$ cat src/rtl/long_mul_unit_pkg.sv
// Shared definitions for the long-multiply execution unit: state encoding
// and the default operand width used by the core.
package long_mul_unit_pkg;

  localparam int MUL_WIDTH = 32;

  typedef enum logic [1:0] {
    IDLE  = 2'd0,
    CALC  = 2'd1,
    FINAL = 2'd2,
    DONE  = 2'd3
  } state_t;

endpackage

$ cat src/rtl/long_mul_unit_if.sv
// Request/response bundle between the core controller (master) and the
// long-multiply unit (slave).
//
// Handshake: the master drives the operand fields and raises Start for one
// cycle while Busy is low; the unit latches everything on that edge and
// raises Busy. Start is ignored whenever Busy is high (it is not queued).
// Done pulses for exactly one cycle with ResultHi/ResultLo/Flags valid; the
// result fields then hold until the next operation finishes. dbg_state
// mirrors the internal FSM state for observation only.
interface long_mul_unit_if
  import long_mul_unit_pkg::*;
#(
  parameter int WIDTH = MUL_WIDTH
);

  logic             Start;
  logic             Signed;
  logic             Accumulate;
  logic [WIDTH-1:0] SrcA;
  logic [WIDTH-1:0] SrcB;
  logic [WIDTH-1:0] AccLo;
  logic [WIDTH-1:0] AccHi;
  logic             Busy;
  logic             Done;
  logic [WIDTH-1:0] ResultLo;
  logic [WIDTH-1:0] ResultHi;
  logic [1:0]       Flags;
  state_t           dbg_state;

  modport master (
    output Start, Signed, Accumulate, SrcA, SrcB, AccLo, AccHi,
    input  Busy, Done, ResultLo, ResultHi, Flags, dbg_state
  );

  modport slave (
    input  Start, Signed, Accumulate, SrcA, SrcB, AccLo, AccHi,
    output Busy, Done, ResultLo, ResultHi, Flags, dbg_state
  );

endinterface

$ cat src/rtl/long_mul_unit.sv
// Iterative WIDTHxWIDTH -> 2*WIDTH multiply(-accumulate) unit covering
// UMULL/SMULL/UMLAL/SMLAL. Radix-2 shift-add on operand magnitudes, one
// multiplier bit per cycle, followed by a single sign-correct/accumulate
// step. Latency is fixed regardless of operand values.
module long_mul_unit
  import long_mul_unit_pkg::*;
#(
  parameter int WIDTH = MUL_WIDTH
) (
  input  logic               clk,
  input  logic               reset,
  long_mul_unit_if.slave     bus
);

  localparam int CW = $clog2(WIDTH + 1);
  localparam int PW = 2 * WIDTH;

  state_t           state;
  state_t           state_next;
  logic [CW-1:0]    count;
  logic [WIDTH-1:0] mcand;
  logic [PW-1:0]    prod;
  logic             negate;
  logic             acc_en;
  logic [PW-1:0]    acc_val;
  logic [WIDTH-1:0] result_lo;
  logic [WIDTH-1:0] result_hi;
  logic [1:0]       flags;

  logic [WIDTH-1:0] mag_a;
  logic [WIDTH-1:0] mag_b;
  logic [WIDTH:0]   step_sum;
  logic [PW-1:0]    prod_step;
  logic [PW-1:0]    signed_prod;
  logic [PW-1:0]    final_sum;

  // Operand magnitudes; negating the most negative value wraps to itself,
  // which read as unsigned is exactly the required 2^(WIDTH-1).
  always_comb begin
    mag_a = bus.SrcA;
    mag_b = bus.SrcB;
    if (bus.Signed && bus.SrcA[WIDTH-1]) mag_a = -bus.SrcA;
    if (bus.Signed && bus.SrcB[WIDTH-1]) mag_b = -bus.SrcB;
  end

  // One shift-add step: the multiplier sits in the low half of prod and is
  // consumed LSB first while the product grows into the high half.
  always_comb begin
    step_sum  = {1'b0, prod[PW-1:WIDTH]} + {1'b0, (prod[0] ? mcand : {WIDTH{1'b0}})};
    prod_step = {step_sum, prod[WIDTH-1:1]};
  end

  // Sign correction and optional accumulate, all modulo 2^(2*WIDTH).
  always_comb begin
    signed_prod = negate ? -prod : prod;
    final_sum   = signed_prod + (acc_en ? acc_val : {PW{1'b0}});
  end

  // State register.
  always_ff @(posedge clk or negedge reset) begin
    if (!reset) state <= IDLE;
    else        state <= state_next;
  end

  // Next-state logic; Start only matters in IDLE.
  always_comb begin
    state_next = state;
    case (state)
      IDLE:    if (bus.Start) state_next = CALC;
      CALC:    if (count == CW'(1)) state_next = FINAL;
      FINAL:   state_next = DONE;
      DONE:    state_next = IDLE;
      default: state_next = IDLE;
    endcase
  end

  // Operand latch, iteration datapath and result registers.
  always_ff @(posedge clk or negedge reset) begin
    if (!reset) begin
      count     <= '0;
      mcand     <= '0;
      prod      <= '0;
      negate    <= 1'b0;
      acc_en    <= 1'b0;
      acc_val   <= '0;
      result_lo <= '0;
      result_hi <= '0;
      flags     <= 2'b00;
    end else begin
      case (state)
        IDLE: begin
          if (bus.Start) begin
            count   <= CW'(WIDTH);
            mcand   <= mag_a;
            prod    <= {{WIDTH{1'b0}}, mag_b};
            negate  <= bus.Signed & (bus.SrcA[WIDTH-1] ^ bus.SrcB[WIDTH-1]);
            acc_en  <= bus.Accumulate;
            acc_val <= {bus.AccHi, bus.AccLo};
          end
        end
        CALC: begin
          prod  <= prod_step;
          count <= count - CW'(1);
        end
        FINAL: begin
          result_lo <= final_sum[WIDTH-1:0];
          result_hi <= final_sum[PW-1:WIDTH];
          flags     <= {final_sum[PW-1], (final_sum == {PW{1'b0}})};
        end
        default: ;
      endcase
    end
  end

  assign bus.Busy      = (state != IDLE);
  assign bus.Done      = (state == DONE);
  assign bus.ResultLo  = result_lo;
  assign bus.ResultHi  = result_hi;
  assign bus.Flags     = flags;
  assign bus.dbg_state = state;

endmodule

$ cat src/flat_wrapper.sv
// flat-port wrapper written by rule: the top's interface ports become plain ports
module long_mul_unit_flat import long_mul_unit_pkg::*;
#(
  parameter int WIDTH = MUL_WIDTH
)
  (clk, reset, bus_Start, bus_Signed, bus_Accumulate, bus_SrcA, bus_SrcB, bus_AccLo, bus_AccHi, bus_Busy, bus_Done, bus_ResultLo, bus_ResultHi, bus_Flags, bus_dbg_state);
  long_mul_unit_if #(.WIDTH(WIDTH)) bus_i ();
  input  logic clk;
  input  logic reset;
  input wire logic [$bits(bus_i.Start)-1:0] bus_Start;
  input wire logic [$bits(bus_i.Signed)-1:0] bus_Signed;
  input wire logic [$bits(bus_i.Accumulate)-1:0] bus_Accumulate;
  input wire logic [$bits(bus_i.SrcA)-1:0] bus_SrcA;
  input wire logic [$bits(bus_i.SrcB)-1:0] bus_SrcB;
  input wire logic [$bits(bus_i.AccLo)-1:0] bus_AccLo;
  input wire logic [$bits(bus_i.AccHi)-1:0] bus_AccHi;
  output wire logic [$bits(bus_i.Busy)-1:0] bus_Busy;
  output wire logic [$bits(bus_i.Done)-1:0] bus_Done;
  output wire logic [$bits(bus_i.ResultLo)-1:0] bus_ResultLo;
  output wire logic [$bits(bus_i.ResultHi)-1:0] bus_ResultHi;
  output wire logic [$bits(bus_i.Flags)-1:0] bus_Flags;
  output wire logic [$bits(bus_i.dbg_state)-1:0] bus_dbg_state;
  assign bus_i.Start = bus_Start;
  assign bus_i.Signed = bus_Signed;
  assign bus_i.Accumulate = bus_Accumulate;
  assign bus_i.SrcA = bus_SrcA;
  assign bus_i.SrcB = bus_SrcB;
  assign bus_i.AccLo = bus_AccLo;
  assign bus_i.AccHi = bus_AccHi;
  assign bus_Busy = bus_i.Busy;
  assign bus_Done = bus_i.Done;
  assign bus_ResultLo = bus_i.ResultLo;
  assign bus_ResultHi = bus_i.ResultHi;
  assign bus_Flags = bus_i.Flags;
  assign bus_dbg_state = bus_i.dbg_state;
  long_mul_unit #(.WIDTH(WIDTH)) u_core (.clk(clk), .reset(reset), .bus(bus_i));
endmodule
$ cat config.mk
export PLATFORM = sky130hd
export DESIGN_NAME = long_mul_unit_flat
export DESIGN_NICKNAME = d
export VERILOG_FILES = /design/src/rtl/long_mul_unit_pkg.sv /design/src/rtl/long_mul_unit_if.sv /design/src/rtl/long_mul_unit.sv /design/src/flat_wrapper.sv
export SDC_FILE = /design/constraint.sdc
export NUM_CORES = 1
export LEC_CHECK = 0
export ABC_CLOCK_PERIOD_IN_PS = 6730
export BUFFER_PORTS_ARGS = -buffer_cell sky130_fd_sc_hd__buf_2
export CORE_MARGIN = 3
export CORE_UTILIZATION = 61
export CTS_CLUSTER_DIAMETER = 150
export DETAILED_ROUTE_END_ITERATION = 8
export PLACE_DENSITY = 0.79
export SLEW_MARGIN = 20
export SYNTH_ARGS = -nofsm -noshare
export SYNTH_HDL_FRONTEND = slang
export SYNTH_SLANG_ARGS = --single-unit
$ cat constraint.sdc
create_clock -name clk -period 6.73 [get_ports clk]
set_input_delay 0.673 -clock clk [delete_from_list [all_inputs] [get_ports clk]]
set_output_delay 0.673 -clock clk [all_outputs]
set_load 0.01 [all_outputs]
* Yosys cells after proc, flatten, opt, wreduce, memory -nomap -nowiden
Cells that the tools add are included.
Word-level totals: latch bits 0, flip-flop bits (word level) 236, memory bits (writable) 0, memories 0, bits in read-only memories 0
Cells by class: $add $sub $neg 6, multiply operators 0, equality and inequality tests 6, bitwise logic cells 2, muxes and demuxes 12, magnitude comparators 0, div/mod/pow operators 0, reductions and logical operators 9, shifts and indexed selects 0
Operator list (count):
- 64-bit two-way mux | 3
- 64-bit one-hot mux with 2 select lines | 1
- 32-bit two-way mux | 3
- 64-bit adder | 1
- 64-bit logical NOT | 1
- 32-bit negator | 2
- 64-bit negator | 1
- 32-bit by 32-bit adder with 33-bit output | 1
- 6-bit one-hot mux with 2 select lines | 1
- 2-bit one-hot mux with 4 select lines | 1
- 6-bit by 1-bit == test with 1-bit output (second input constant) | 1
- 6-bit two-way mux | 1
- 2-bit AND reduction | 3
- 6-bit by 1-bit subtractor with 6-bit output (second input constant) | 1
- 2-bit == test (second input constant) | 2
- 2-bit two-way mux | 2
- 2-bit nonzero test | 2
- 2-bit by 1-bit == test with 1-bit output (second input constant) | 1
- 1-bit logical AND | 2
- 2-bit logical NOT | 1
- 2-bit by 1-bit inequality test with 1-bit output (second input constant) | 1
- 2-bit inequality test (second input constant) | 1
- 1-bit AND | 1
- 1-bit bitwise XOR | 1

* Depth between registers and ports, before layout
word-level depth 4, gate-level depth with buffers 26

* Least setup slack after synthesis
Ideal clock, no wire load.
path kind register to register, start register u_core.prod[0], end register u_core.flags[0] (netlist: u_core.bus.Flags[0]), clock period less this slack 4.954 ns, arrival 4.823 ns, cell stages (with the launch flop) 27, required time 6.599 ns, path slack 1.776 ns, library setup time 0.131 ns, path through dfrtp_1 -> clkbuf_1 -> inv_1 -> ha_1 -> nand2b_1 -> nor4_4 -> nand3_2 -> or3_4 -> nor4_4 -> nand2_2 -> inv_2 -> nand4_4 -> o21ai_0 -> xnor2_1 -> ha_1 -> clkbuf_1 -> and3_1 -> nand2_1 -> nor2_1 -> and3_1 -> a21oi_1 -> mux2_2 -> nor4b_1 -> nor4_1 -> and4_1 -> nand4_1 -> o21ai_1
Between the ends: longest elaborated chain between the ends 4
Ends and longest elaborated chain:
- from (decl) | RTL line long_mul_unit.sv:22 | logic [PW-1:0] prod;
- from (signal assigned) | RTL line long_mul_unit.sv:95 | prod <= {{WIDTH{1'b0}}, mag_b};
- from (signal assigned) | RTL line long_mul_unit.sv:102 | prod <= prod_step;
- 64-bit negator | RTL line long_mul_unit.sv:55 | signed_prod = negate ? -prod : prod;
- 64-bit two-way mux * | RTL line long_mul_unit.sv:55
- 64-bit adder * | RTL line long_mul_unit.sv:56 | final_sum = signed_prod + (acc_en ? acc_val : {PW{1'b0}});
- 64-bit logical NOT * | RTL line long_mul_unit.sv:108 | flags <= {final_sum[PW-1], (final_sum == {PW{1'b0}})};
- to (signal assigned) | RTL line long_mul_unit.sv:108
- to (decl) | RTL line long_mul_unit.sv:28 | logic [1:0] flags;
Mark *: on every way between the ends. The rest lies on a longest branch, timed or not. A chain may end at the register's enable or synchronous reset.

* Worst setup path after layout
Ends and elaborated chain as after synthesis.

==> impl_results.rst <==
.. list-table::
   :header-rows: 1

   * - Metric
     - Value
   * - Clk sinks
     - 235
   * - Max Cap Viol
     - 0
   * - Area of the die
     - 0.0326 sq mm
   * - GRT Overall Usage
     - 30.8%
   * - Routed WL
     - 51.6 mm
   * - Cell with the largest stage delay on the worst path
     - dfrtp_1
   * - CP Cell Sequence
     - inv_1 > ha_1 > nand2b_1 > nor4_4 > nand3_2 > or3_4 > nand2b_1 > inv_1 > nand3_1 > o31ai_1 > xnor2_1 > ha_1 > nand4_1 > nor4_1 > o2111a_1 > o21ai_0 > a311oi_1 > nor3b_1 > nor4_1 > nand4_1 > o21ai_1
   * - Startpoint type of the worst setup path
     - flip-flop
   * - Clock Skew
     - 0.0172 ns
   * - Relative slew margins
     - 28.2%
   * - Number of violations reported at the end of detailed-routing iteration 0
     - 1342
   * - Total via count after detailed routing
     - 16798
   * - Final routed DRC violation total
     - 0
   * - Max stage delay on crit path
     - 0.70 ns
   * - Global placer's final weighted congestion
     - 0.990
   * - Root Buffer Master
     - clkbuf_16
   * - Arrival time worst endpoint
     - 6.58 ns
   * - Diode insertion count for antenna repair
     - 0
   * - Global-route wire length before repair
     - 83.6 mm
   * - CTS tree
     - built
   * - Leak Pwr
     - 9.34 nW
   * - Count of cell types in the netlist
     - 93
   * - Clock slew seen by the registers of the worst setup and hold paths
     - 0.06 ns
   * - Worst Tran Pin Value
     - 1.08 ns
   * - Post-route clock period utilization
     - 91.0%
   * - Max Fanout on Critical Path
     - 36
   * - Post-CTS setup buffers
     - 0
   * - Run status
     - finished, final reports clean
   * - Non-filler instance count after layout
     - 2710
   * - Worst setup path startpoint
     - u_core.prod[0]
   * - Post-synthesis to final-layout area growth
     - 11.4%
   * - Largest net degree at the start of global routing
     - 109
   * - Number of pins with negative max-slew slack in the final report
     - 0
   * - Fraction of post-synthesis cell area in the top cell type by area
     - 31.7%
   * - Hold/Removal Path Class
     - in -> async
   * - ANT nets after route
     - 0
   * - Nets
     - 2555
   * - Number of synthesized flops with an enable pin
     - 0
   * - Cell count after placement
     - 2663
   * - Most common cell in the synthesized netlist
     - dfrtp_1
   * - Largest cells by area after synthesis
     - dfrtp_1 32%, ha_1 8.0%, mux2_2 5.9%, xnor2_1 5.9%, o21ai_0 5.7%
   * - Reg2Reg Setup Slack
     - 0.61 ns
   * - Sequential Area
     - 0.00588 sq mm
   * - Level count of the clock H-tree
     - 1
   * - Share of synthesized flip-flops with an asynchronous set or reset
     - 100%
   * - Num CTS Buffers
     - 27
   * - Number of stages on the worst setup path
     - 21
   * - Fraction of final layout cells sized beyond drive strength 1
     - 17.5%
   * - Unrepaired setup endpoints after global routing
     - no
   * - Post-detailed-placement half-perimeter wirelength
     - 40.5 mm
   * - Synthesized net count
     - 2408
   * - Path depth of the worst reg2reg path
     - 21
   * - Height of the die
     - 180 um
   * - Worst path required time
     - 7.18 ns
   * - Dominant delay contributor by cell family on the critical path
     - simple AND/OR/NAND/NOR gates
   * - Count of hold-fix buffers inserted at cts
     - 0
   * - Cell type with the largest total area after synthesis
     - dfrtp_1
   * - Effective utilization at floorplan
     - 62.3%
   * - Fmax
     - 0.163 GHz
   * - Initial antenna violation count
     - 0
   * - Synthesized area per cell
     - 8.61 sq um
   * - Kind of end point of the critical path
     - flip-flop
   * - Port buffer count
     - 202
   * - WP buf/inv
     - 2
   * - Number of hold violations in the final report
     - 0
   * - Count of final setup violators
     - 0
   * - Via count of the first global-routing pass
     - 15876
   * - Number of top-level pins
     - 203
   * - Yosys warns
     - 0
   * - Category of the most critical setup path
     - reg -> reg
   * - Pwr/cell area
     - 586 mW/mm^2
   * - Count of fill cells added during filler insertion
     - 2444
   * - End of the worst register-to-register path
     - u_core.bus.Flags[0]
   * - Clk_lat worst skew
     - 0.55 ns
   * - Footprint of the multi-input gates
     - 0.0121 sq mm
   * - Power Total
     - 12.1 mW
   * - Number of rows in the core area
     - 63
   * - Remaining global-route overflow
     - 0
   * - Number of gates given a new drive strength after cts
     - 0
   * - Sum of negative setup slack
     - 0 ns
   * - Flip-flop cell with the highest count after synthesis
     - dfrtp_1
   * - Worst VDD drop
     - 0.728 mV
   * - Termination of the worst setup path
     - u_core.bus.Flags[0]
   * - Iteration count of the initial detailed-routing pass
     - 5
   * - Clock period minus final worst setup slack
     - 6.12 ns
   * - Number of flip-flops and latches in the synthesized netlist
     - 235
   * - Sequential fraction of the synthesis area
     - 31.7%
   * - Detailed-route vias per instance
     - 6.20
   * - Die width
     - 180 um
   * - Routed length per instance
     - 19.0 um
   * - Worst reg2reg startpoint
     - u_core.prod[0]
   * - Cell types with the highest counts after synthesis
     - 235 x dfrtp_1, 226 x nand2_1, 211 x o21ai_0, 171 x a21oi_1, 124 x xnor2_1
   * - Netlist Area Pre-Place
     - 0.0186 sq mm
   * - CTS max path bufs
     - 3
   * - Core region area
     - 0.0298 sq mm
   * - Gate Count Post-Synth
     - 2155
-- sequential cells by signal, summed over array words and instances (netlist names) --
name,count
u_core.bus.dbg_state,2
u_core.bus.ResultLo,32
u_core.bus.Flags,1
u_core.prod,64
u_core.negate,1
u_core.acc_en,1
u_core.acc_val,64
u_core.mcand,32
u_core.bus.ResultHi,32
u_core.count,6
-- report_power, final --
group | internal [mW] | total [mW] | switching, mW | leakage [nW]
Combinational | 3.09 | 8.01 | 4.92 | 6.00
Sequential | 2.07 | 2.67 | 0.591 | 2.91
Clock | 0.857 | 1.44 | 0.582 | 0.433
Total | 6.02 | 12.1 | 6.10 | 9.34
-- metal layers --
layer / part of all wire [%] / wire length (um) / vias to the layer above / GRT usage (%)
met5: 0 / 0 / - / 0
met3: 6.6 / 3390 / 84 / 3.53
li1: - / - / 8145 / -
met2: 43 / 22400 / 585 / 47.5
met1: 48 / 24600 / 7984 / 46.6
met4: 2.4 / 1240 / 0 / 7.49
-- per-stage QoR --
step	area [sq um]	setup slack, ns	utilization, %	hold slack [ns]
2_1_floorplan	18600	1.78	-	0.377
3_3_place_gp	19800	0.980	66.5	0.454
3_5_place_dp	19800	0.781	66.5	0.462
4_1_cts	20700	0.728	69.4	0.201
5_1_grt	20700	0.199	69.4	0.214
6_report	20700	0.605	69.4	0.145
-- cell usage in the layout, fill, tap and decap left out, drive strengths merged, types with 31 or more instances in the layout --
cell      n
a21o     56
nor3     51
and2    106
inv      47
mux2     98
xor2     60
clkbuf   39
xnor2   124
nor2    121
o21ai   222
a21oi   174
nor4     31
nand2   227
buf     214
ha      118
dfrtp   235
nand4    31
-- layout make-up --
class,count,share of cell area (%)
Multi-Input combinational cell,1776,58.7
Tap cell,390,2.36
Timing Repair Buffer,214,5.37
Inverter,48,0.871
Sequential cell,235,28.4
Clock inverter,8,0.363
Clock buffer,39,3.87
-- worst register-to-register path, stage by stage (launching register included) --
cell and delay [ns]:
dfrtp_1 0.70, inv_1 0.17, ha_1 0.17, nand2b_1 0.16
nor4_4 0.31, nand3_2 0.16, or3_4 0.44, nand2b_1 0.23
inv_1 0.13, nand3_1 0.11, o31ai_1 0.26, xnor2_1 0.15
ha_1 0.50, nand4_1 0.21, nor4_1 0.56, o2111a_1 0.36
o21ai_0 0.17, a311oi_1 0.47, nor3b_1 0.15, nor4_1 0.38
nand4_1 0.14, o21ai_1 0.10
-- how the worst min path moves through the flow --
stage / slack, ns / start / cells past startpoint / endpoint
floorplan: 0.38 / reset / 0 / u_core.acc_en
global placement: 0.45 / u_core.mcand[19] / 2 / u_core.mcand[19]
detailed placement: 0.46 / u_core.mcand[5] / 2 / u_core.mcand[5]
CTS: 0.20 / reset / 1 / u_core.acc_val[12]
global route: 0.21 / reset / 1 / u_core.acc_val[12]
finish: 0.15 / reset / 1 / u_core.acc_val[12]
-- logic make-up (layout without fill, tap and decap cells) --
family                     Yosys count  in the layout  synth area share (%)
adders and majority gates          120            120                  8.17
AOI/OAI and AO/OA                  654            654                  22.0
buffers and inverters              144            309                  3.04
muxes                              108            108                  6.48
and+or+nand+nor                    710            710                  19.9
xor gates and xnor gates           184            184                  8.68
DFF                                235            235                  31.7
No activity file was read; power rests on OpenSTA's default activity.
